==> src/rtl/mul_arb_scheduler_if.sv <==
// Signal bundle between two requesters, the multiplier scheduler and the shared multiplier.
interface mul_arb_scheduler_if;
  logic        req0_valid, req1_valid;
  logic        req0_ready, req1_ready;
  logic [31:0] req0_a, req0_b, req1_a, req1_b;
  logic [1:0]  req0_opcode, req0_precision, req1_opcode, req1_precision;
  logic        rsp0_valid, rsp1_valid;
  logic        rsp0_ready, rsp1_ready;
  logic [31:0] rsp0_data, rsp1_data;
  logic [31:0] mul_operand_a, mul_operand_b, mul_result;
  logic [1:0]  mul_opcode, mul_precision;
  logic        busy;

  modport master (
    output req0_valid, req1_valid, req0_a, req0_b, req1_a, req1_b,
    output req0_opcode, req0_precision, req1_opcode, req1_precision,
    output rsp0_ready, rsp1_ready, mul_result,
    input  req0_ready, req1_ready, rsp0_valid, rsp1_valid, rsp0_data, rsp1_data,
    input  mul_operand_a, mul_operand_b, mul_opcode, mul_precision, busy
  );

  modport slave (
    input  req0_valid, req1_valid, req0_a, req0_b, req1_a, req1_b,
    input  req0_opcode, req0_precision, req1_opcode, req1_precision,
    input  rsp0_ready, rsp1_ready, mul_result,
    output req0_ready, req1_ready, rsp0_valid, rsp1_valid, rsp0_data, rsp1_data,
    output mul_operand_a, mul_operand_b, mul_opcode, mul_precision, busy
  );
endinterface

==> src/rtl/mul_arb_scheduler.sv <==
// Two-requester scheduler for one pipelined multiplier with credit-guarded per-requester response FIFOs.
// Define MUL_ARB_FIXED_PRIO_EN for fixed priority to req0; otherwise round-robin arbitration.
module mul_arb_scheduler #(
  parameter int MUL_LATENCY = 3,
  parameter int RSP_DEPTH   = 4
) (
  input logic                clk,
  input logic                rst,
  mul_arb_scheduler_if.slave bus
);
  localparam int PW = (RSP_DEPTH > 1) ? $clog2(RSP_DEPTH) : 1;
  localparam int CW = $clog2(RSP_DEPTH + 1);
  localparam logic [CW-1:0] DEPTH_C = CW'(RSP_DEPTH);
  localparam logic [PW-1:0] LAST_C  = PW'(RSP_DEPTH - 1);

  function automatic logic [PW-1:0] ptr_inc(input logic [PW-1:0] p);
    return (p == LAST_C) ? '0 : p + 1'b1;
  endfunction

  logic [1:0]  req_vld, rsp_rdy;
  logic [31:0] req_a    [2];
  logic [31:0] req_b    [2];
  logic [1:0]  req_opc  [2];
  logic [1:0]  req_prec [2];

  logic [CW-1:0] cnt_q [2];
  logic [CW-1:0] cnt_d [2];
  logic [CW-1:0] occ_q [2];
  logic [CW-1:0] occ_d [2];
  logic [PW-1:0] wr_q  [2];
  logic [PW-1:0] wr_d  [2];
  logic [PW-1:0] rd_q  [2];
  logic [PW-1:0] rd_d  [2];
  logic [31:0]   mem_q [2][RSP_DEPTH];

  logic [MUL_LATENCY-1:0] tag_vld_q, tag_vld_d, tag_id_q, tag_id_d;
  logic [31:0] opa_q, opa_d, opb_q, opb_d;
  logic [1:0]  opc_q, opc_d, prec_q, prec_d;
  logic [1:0]  elig, gnt, push, pop, nempty;
  logic        gnt_id;
`ifndef MUL_ARB_FIXED_PRIO_EN
  logic        rr_q, rr_d;
`endif

  always_comb begin
    req_vld     = {bus.req1_valid, bus.req0_valid};
    rsp_rdy     = {bus.rsp1_ready, bus.rsp0_ready};
    req_a[0]    = bus.req0_a;
    req_a[1]    = bus.req1_a;
    req_b[0]    = bus.req0_b;
    req_b[1]    = bus.req1_b;
    req_opc[0]  = bus.req0_opcode;
    req_opc[1]  = bus.req1_opcode;
    req_prec[0] = bus.req0_precision;
    req_prec[1] = bus.req1_precision;
  end

  // A pop in the same cycle returns its credit immediately, so a requester
  // whose results are drained every cycle can keep issuing back-to-back.
  always_comb begin
    push[0] = tag_vld_q[MUL_LATENCY-1] & ~tag_id_q[MUL_LATENCY-1];
    push[1] = tag_vld_q[MUL_LATENCY-1] &  tag_id_q[MUL_LATENCY-1];
    for (int k = 0; k < 2; k++) begin
      nempty[k] = (occ_q[k] != '0);
      pop[k]    = nempty[k] & rsp_rdy[k];
      elig[k]   = rst & req_vld[k] & ((cnt_q[k] < DEPTH_C) | pop[k]);
    end
`ifdef MUL_ARB_FIXED_PRIO_EN
    gnt = {elig[1] & ~elig[0], elig[0]};
`else
    gnt = (elig == 2'b11) ? (rr_q ? 2'b10 : 2'b01) : elig;
    rr_d = (|gnt) ? gnt[0] : rr_q;
`endif
    gnt_id = gnt[1];
  end

  always_comb begin
    opa_d  = opa_q;
    opb_d  = opb_q;
    opc_d  = opc_q;
    prec_d = prec_q;
    if (|gnt) begin
      opa_d  = req_a[gnt_id];
      opb_d  = req_b[gnt_id];
      opc_d  = req_opc[gnt_id];
      prec_d = req_prec[gnt_id];
    end
    tag_vld_d    = tag_vld_q;
    tag_id_d     = tag_id_q;
    tag_vld_d[0] = |gnt;
    tag_id_d[0]  = gnt_id;
    for (int i = 1; i < MUL_LATENCY; i++) begin
      tag_vld_d[i] = tag_vld_q[i-1];
      tag_id_d[i]  = tag_id_q[i-1];
    end
    for (int k = 0; k < 2; k++) begin
      cnt_d[k] = cnt_q[k] + CW'(gnt[k]) - CW'(pop[k]);
      occ_d[k] = occ_q[k] + CW'(push[k]) - CW'(pop[k]);
      wr_d[k]  = push[k] ? ptr_inc(wr_q[k]) : wr_q[k];
      rd_d[k]  = pop[k]  ? ptr_inc(rd_q[k]) : rd_q[k];
    end
  end

  always_ff @(posedge clk) begin
    if (!rst) begin
      tag_vld_q <= '0;
      tag_id_q  <= '0;
      opa_q     <= '0;
      opb_q     <= '0;
      opc_q     <= '0;
      prec_q    <= '0;
`ifndef MUL_ARB_FIXED_PRIO_EN
      rr_q      <= 1'b0;
`endif
      for (int k = 0; k < 2; k++) begin
        cnt_q[k] <= '0;
        occ_q[k] <= '0;
        wr_q[k]  <= '0;
        rd_q[k]  <= '0;
      end
    end else begin
      tag_vld_q <= tag_vld_d;
      tag_id_q  <= tag_id_d;
      opa_q     <= opa_d;
      opb_q     <= opb_d;
      opc_q     <= opc_d;
      prec_q    <= prec_d;
`ifndef MUL_ARB_FIXED_PRIO_EN
      rr_q      <= rr_d;
`endif
      for (int k = 0; k < 2; k++) begin
        cnt_q[k] <= cnt_d[k];
        occ_q[k] <= occ_d[k];
        wr_q[k]  <= wr_d[k];
        rd_q[k]  <= rd_d[k];
      end
    end
  end

  // Result storage carries no reset; visibility is governed by the pointers.
  always_ff @(posedge clk) begin
    for (int k = 0; k < 2; k++) begin
      if (push[k]) mem_q[k][wr_q[k]] <= bus.mul_result;
    end
  end

  assign bus.req0_ready    = gnt[0];
  assign bus.req1_ready    = gnt[1];
  assign bus.rsp0_valid    = nempty[0];
  assign bus.rsp1_valid    = nempty[1];
  assign bus.rsp0_data     = nempty[0] ? mem_q[0][rd_q[0]] : '0;
  assign bus.rsp1_data     = nempty[1] ? mem_q[1][rd_q[1]] : '0;
  assign bus.mul_operand_a = opa_q;
  assign bus.mul_operand_b = opb_q;
  assign bus.mul_opcode    = opc_q;
  assign bus.mul_precision = prec_q;
  assign bus.busy          = (|tag_vld_q) | (|nempty);
endmodule
==> src/flat_wrapper.sv <==
// flat-port wrapper written by rule: the top's interface ports become plain ports
module mul_arb_scheduler_flat 
#(
  parameter int MUL_LATENCY = 3,
  parameter int RSP_DEPTH   = 4
)
  (clk, rst, bus_req0_valid, bus_req1_valid, bus_req0_a, bus_req0_b, bus_req1_a, bus_req1_b, bus_req0_opcode, bus_req0_precision, bus_req1_opcode, bus_req1_precision, bus_rsp0_ready, bus_rsp1_ready, bus_mul_result, bus_req0_ready, bus_req1_ready, bus_rsp0_valid, bus_rsp1_valid, bus_rsp0_data, bus_rsp1_data, bus_mul_operand_a, bus_mul_operand_b, bus_mul_opcode, bus_mul_precision, bus_busy);
  mul_arb_scheduler_if bus_i ();
  input logic clk;
  input logic rst;
  input wire logic [$bits(bus_i.req0_valid)-1:0] bus_req0_valid;
  input wire logic [$bits(bus_i.req1_valid)-1:0] bus_req1_valid;
  input wire logic [$bits(bus_i.req0_a)-1:0] bus_req0_a;
  input wire logic [$bits(bus_i.req0_b)-1:0] bus_req0_b;
  input wire logic [$bits(bus_i.req1_a)-1:0] bus_req1_a;
  input wire logic [$bits(bus_i.req1_b)-1:0] bus_req1_b;
  input wire logic [$bits(bus_i.req0_opcode)-1:0] bus_req0_opcode;
  input wire logic [$bits(bus_i.req0_precision)-1:0] bus_req0_precision;
  input wire logic [$bits(bus_i.req1_opcode)-1:0] bus_req1_opcode;
  input wire logic [$bits(bus_i.req1_precision)-1:0] bus_req1_precision;
  input wire logic [$bits(bus_i.rsp0_ready)-1:0] bus_rsp0_ready;
  input wire logic [$bits(bus_i.rsp1_ready)-1:0] bus_rsp1_ready;
  input wire logic [$bits(bus_i.mul_result)-1:0] bus_mul_result;
  output wire logic [$bits(bus_i.req0_ready)-1:0] bus_req0_ready;
  output wire logic [$bits(bus_i.req1_ready)-1:0] bus_req1_ready;
  output wire logic [$bits(bus_i.rsp0_valid)-1:0] bus_rsp0_valid;
  output wire logic [$bits(bus_i.rsp1_valid)-1:0] bus_rsp1_valid;
  output wire logic [$bits(bus_i.rsp0_data)-1:0] bus_rsp0_data;
  output wire logic [$bits(bus_i.rsp1_data)-1:0] bus_rsp1_data;
  output wire logic [$bits(bus_i.mul_operand_a)-1:0] bus_mul_operand_a;
  output wire logic [$bits(bus_i.mul_operand_b)-1:0] bus_mul_operand_b;
  output wire logic [$bits(bus_i.mul_opcode)-1:0] bus_mul_opcode;
  output wire logic [$bits(bus_i.mul_precision)-1:0] bus_mul_precision;
  output wire logic [$bits(bus_i.busy)-1:0] bus_busy;
  assign bus_i.req0_valid = bus_req0_valid;
  assign bus_i.req1_valid = bus_req1_valid;
  assign bus_i.req0_a = bus_req0_a;
  assign bus_i.req0_b = bus_req0_b;
  assign bus_i.req1_a = bus_req1_a;
  assign bus_i.req1_b = bus_req1_b;
  assign bus_i.req0_opcode = bus_req0_opcode;
  assign bus_i.req0_precision = bus_req0_precision;
  assign bus_i.req1_opcode = bus_req1_opcode;
  assign bus_i.req1_precision = bus_req1_precision;
  assign bus_i.rsp0_ready = bus_rsp0_ready;
  assign bus_i.rsp1_ready = bus_rsp1_ready;
  assign bus_i.mul_result = bus_mul_result;
  assign bus_req0_ready = bus_i.req0_ready;
  assign bus_req1_ready = bus_i.req1_ready;
  assign bus_rsp0_valid = bus_i.rsp0_valid;
  assign bus_rsp1_valid = bus_i.rsp1_valid;
  assign bus_rsp0_data = bus_i.rsp0_data;
  assign bus_rsp1_data = bus_i.rsp1_data;
  assign bus_mul_operand_a = bus_i.mul_operand_a;
  assign bus_mul_operand_b = bus_i.mul_operand_b;
  assign bus_mul_opcode = bus_i.mul_opcode;
  assign bus_mul_precision = bus_i.mul_precision;
  assign bus_busy = bus_i.busy;
  mul_arb_scheduler #(.MUL_LATENCY(MUL_LATENCY), .RSP_DEPTH(RSP_DEPTH)) u_core (.clk(clk), .rst(rst), .bus(bus_i));
endmodule
==> config.mk <==
export PLATFORM = sky130hd
export DESIGN_NAME = mul_arb_scheduler_flat
export DESIGN_NICKNAME = d
export VERILOG_FILES = /design/src/rtl/mul_arb_scheduler_if.sv /design/src/rtl/mul_arb_scheduler.sv /design/src/flat_wrapper.sv
export SDC_FILE = /design/constraint.sdc
export NUM_CORES = 1
export LEC_CHECK = 0
export ABC_AREA = 0
export BUFFER_PORTS_ARGS = -buffer_cell sky130_fd_sc_hd__buf_2
export CAP_MARGIN = 20
export CORE_ASPECT_RATIO = 0.5
export CORE_MARGIN = 8
export CORE_UTILIZATION = 40
export DETAILED_ROUTE_END_ITERATION = 6
export SYNTH_ARGS = -nofsm -noshare
export SYNTH_HDL_FRONTEND = slang
export SYNTH_SLANG_ARGS = --single-unit
==> constraint.sdc <==
create_clock -name clk -period 5.1 [get_ports clk]
set_input_delay 0.255 -clock clk [delete_from_list [all_inputs] [get_ports clk]]
set_output_delay 0.255 -clock clk [all_outputs]
set_load 0.005 [all_outputs]
# After elaboration in Yosys (flattened, before gate mapping)
# Memory sizes are Yosys's and may differ from the RTL's.
# Cells that the tools add are included.
# op_classes
n_addsub	12
mul	0
n_div	0
magnitude_cmp	9
eq_ne	5
n_shift	0
mux	51
n_bitwise	25
reduce_logical	8
# op_table
operator	n
$mux 128	4
$mux 32	14
$bmux 32 s2	2
$demux 32 s2	2
$reduce_or 128->1	1
$mux 2	20
$add 3x1->3	4
$ge 3x3->1 const B	4
$mux 3	4
$not 2->3	4
$sub 3x1->3	4
$or 1x1->1	11
$eq 2x2->1 const B	5
$add 2x1->2 const B	4
$and 1x1->1	8
$lt 3x1->1 const B	2
$lt 3x3->1 const B	2
$reduce_bool 3->1	2
$mux 1	5
$reduce_or 2->1	2
$reduce_or 3->1	1
$ge 2x2->1 const B	1
$logic_and 1x1->1	2
$not 1->2	1
$not 1->1	1
# word_totals
register_bits	75
latch_bits	0
ram_bits	276
rom_bits	0
in_bits	174
out_inout_bits	137
wordCells	122
n_memories	5
# memory_table
name	depth	width	rd	rd_ports_with_merged_regs	wr	line	text
u_core.mem_q	2	128	2	0	1	mul_arb_scheduler.sv:34	logic [31:0] mem_q [2][RSP_DEPTH];
u_core.cnt_q	2	3	2	0	2	mul_arb_scheduler.sv:26	logic [CW-1:0] cnt_q [2];
u_core.occ_q	2	3	2	0	2	mul_arb_scheduler.sv:28	logic [CW-1:0] occ_q [2];
u_core.rd_q	2	2	2	0	2	mul_arb_scheduler.sv:32	logic [PW-1:0] rd_q [2];
u_core.wr_q	2	2	2	0	2	mul_arb_scheduler.sv:30	logic [PW-1:0] wr_q [2];

# Longest topological paths before layout
# depth
ltp_word	10
depth_mapped	10
mapped_depth_nobuf	9

# Least setup slack after synthesis
# No wires, ideal clock.
# synth_path
kind	register -> register
from	memory u_core.occ_q[0][4] (netlist name)
to	memory u_core.cnt_q[0][2] (netlist name)
setup_ns	0.115
arrival_time_ns	2.228
required_time_ns	4.985
setup_slack_ns	2.758
path_stages_with_launch	11
path_buffers	2
synth_period_minus_slack_ns	2.342
cell_sequence	dfxtp_1 > o31ai_4 > a21oi_1 > and3b_1 > clkbuf_1 > buf_2 > ha_1 > inv_1 > fa_1 > xnor2_1 > and2_1
# synth_lines
element	line
start, declared	mul_arb_scheduler.sv:28
end, declared	mul_arb_scheduler.sv:26

==> results.tsv <==
stage	metric	value	unit
synth	Synth Instances	869	
placed_design	Placed Cells	1600	
global_routing	first-pass GRT wire length	56.57	mm
clock_tree	CTS Sinks	351	
worst_setup_path	Critical Path Fanout Max	71	
worst_setup_path	Worst Path Arrival	3760	ps
timing	Fin Setup TNS	0	ps
power_and_ir_drop	Static Leak	0.007113	uW
timing	Tcrit/Tclk final	65.67	%
synth	post-synth top area share	55.35	%
clock_tree	total CTS buffers	34	
worst_setup_path	worst setup path class	reg -> reg	
timing	final hold violations	0	
placed_design	Placer Congestion	0.7790	
worst_setup_path	crit path launch type	register	
worst_setup_path	slowest stage delay, CP	600	ps
synth	post-synth top area cell	edfxtp_1	
clock_tree	clock tree buffer depth	3	
placed_design	Port Buffer Count	310	
power_and_ir_drop	power per cell area	428.6	nW/um^2
die	die height	147.8	um
layout	post-route cell area	18540	sq um
timing	Slew HR	27.35	%
timing	fin crit period	3349	ps
timing	Worst-Margin Slew	1090	ps
detailed_routing	TritonRoute pass-1 iters	4	
detailed_routing	final WL	36.44	mm
worst_setup_path	worst path required time	5510	ps
clock_tree	clk root buf	clkbuf_16	
timing	FMAX	0.2986	GHz
global_routing	initial antenna violation count	1	
detailed_routing	Post-DRT Antenna Nets	0	
global_routing	vias in the first global route	10220	
worst_setup_path	Top cell by count, worst path	buf_4	
synth	Yosys warnings	0	
placed_design	DP HPWL	21.47	mm
synth	top-count cell post-synth	edfxtp_1	
detailed_routing	WL/cell	19.98	um
layout	layout cells sized above 1	33.23	%
die	row cnt	48	
global_routing	largest net degree at the start of global routing	97	
detailed_routing	vias per inst	5.163	
detailed_routing	Starting DRT DRC Count	616	
synth	Mapped Area	13890	sq um
timing	unrepaired setup endpoints after global routing	no	
synth	syn nets	1065	
synth	Yosys reg bits	351	
die	core area	34350	sq um
clock_tree	setup bufs post-CTS	0	
die	Chip Width	279.5	um
worst_hold_path	Hold Path Class	in -> reg	
die	I/O pin total	311	
detailed_routing	Vias	9418	
synth	Post-synth EDFFs	256	
worst_setup_path	Crit. End Element	register	
run	maxcap violations	0	
synth	ranking of synthesized cells by area	edfxtp_1, dfxtp_1, mux4_2	
die	DIE AREA	41300	sq um
placed_design	Post-DP Area	15870	sq um
timing	Setup Skew	16.14	ps
global_routing	grt ovf	0	
clock_tree	Skew-Pair Late Insertion Delay	520	ps
die	initial core utilization	40.43	%
synth	top cells by count, synth	edfxtp_1, dfxtp_1, nand2_1	
status	outcome	completed	
synth	post-synth cell types	28	
synth	main flop type after synthesis	edfxtp_1	
timing	final setup fails	0	
synth	syn_area_per_cell	15.98	sq um
worst_setup_path	worst path cell trace	o31ai_4 > a21boi_4 > buf_4 > and3b_2 > buf_4 > ha_1 > inv_1 > fa_1 > xnor2_1 > and2_1	
synth	register area share after synthesis	69.04	%
timing	Pins Over Slew Limit	0	
clock_tree	CTS tree	yes	
layout	Nets	1520	
power_and_ir_drop	Peak VDD IR	196.9	uV
clock_tree	CTS resizes	0	
worst_setup_path	Slowest-stage cell, CP	buf_4	
clock_tree	H-Tree Depth	2	
global_routing	Tot GR Track Use	17.23	%
clock_tree	clk slew on worst S/H paths	60	ps
detailed_routing	DRC Markers	0	
layout	synthesis-to-finish area growth	33.49	%
synth	asr flop ratio synth	0	%
timing	hold_ws	22.46	ps
layout	final non-filler cell total	1824	
[per-layer routing]
metal | part of all wire, % | vias to the layer above | GRT usage (%)
met5 | 0 | - | 0
met1 | 39 | 4761 | 20.49
met4 | 2.1 | 0 | 4.469
met3 | 6.2 | 59 | 4.076
li1 | - | 4247 | -
met2 | 52 | 351 | 31.27
[through the flow]
| step | setup WS (ps) | util, % | total power, uW |
|---|---|---|---|
| global placement | 1797 | 46.17 | 5423 |
| finish | 1751 | 53.97 | 7947 |
| detailed placement | 1732 | 46.20 | 5469 |
| CTS | 1714 | 53.91 | 8039 |
| global route | 1520 | 53.97 | 8360 |
| floorplan | 2758 | - | 4571 |
[logic make-up after synthesis]
family	after synthesis	share of synthesized area, %
simple gates	253	9.332
buf+inv	87	2.675
fa+ha+maj	22	2.198
flops	351	69.04
xor+xnor	8	0.5045
compound gates	84	5.873
mux	64	10.38
[worst max-delay path, delay by kind of cell, from the launching register on]
family	cells	cell delay, ps
AOI/OAI and AO/OA	2	310
and+or+nand+nor	2	450
DFF	1	460
buffers and inverters	3	1240
adders and majority gates	2	620
xor gates and xnor gates	1	130
[cells in the final DEF, fill, tap and decap left out, types with 35 or more instances in the layout]
cell	Yosys	routed
nand2_1	76	76
nor2b_1	72	72
nor3_1	74	72
a221o_1	68	68
edfxtp_1	256	256
dfxtp_1	95	91
buf_2	12	310
clkbuf_16	0	35
mux4_2	64	64
dlygate4sd3_1	0	162
[flip-flops by register name, summed over array words and instances, names as in the netlist, 3 cells and up]
register	flops
u_core.tag_vld_q	3
u_core.mem_q	256
u_core.occ_q	6
u_core.bus.mul_operand_b	32
u_core.rd_q	4
u_core.wr_q	4
u_core.cnt_q	6
u_core.tag_id_q	3
u_core.bus.mul_operand_a	32
[report_power, final]
part	leakage (uW)	total, uW	internal (uW)	switching, uW
logic	0.00352	2120	1100	1020
clock network	0.000499	2370	1320	1050
registers	0.00309	3450	3240	218
total	0.00711	7950	5650	2290
[final timing paths]
check | startpoint | endpoint | slack [ps] | cells after the start
max | u_core.occ_q[0][4] | u_core.cnt_q[0][5] | 1750 | 10
min | bus_mul_result[0] | u_core.mem_q[0][0] | 20 | 1
max reg2reg | u_core.occ_q[0][4] | u_core.cnt_q[0][5] | 1750 | 10
min reg2reg | u_core.tag_id_q[1] | u_core.tag_id_q[2] | 430 | 1
[timing repair]
item | 4_1_cts | 5_1_grt
hold buffers | 162 | 0
setup endpoints to repair | 0 | 0
endpoints found under the hold margin | 263 | 0
[cell type report]
| type | instances | area (sq um) |
|---|---|---|
| repair buffers | 483 | 3272 |
| multi-input cells | 431 | 3966 |
| clock inverters | 16 | 116.4 |
| flip-flops and latches | 351 | 9594 |
| inverters | 23 | 86.33 |
| well taps | 475 | 594.3 |
| clock buffers | 44 | 909.6 |
| diodes | 1 | 2.502 |
| fillers | 2840 | 15810 |
(Power assumes the default switching activity.)
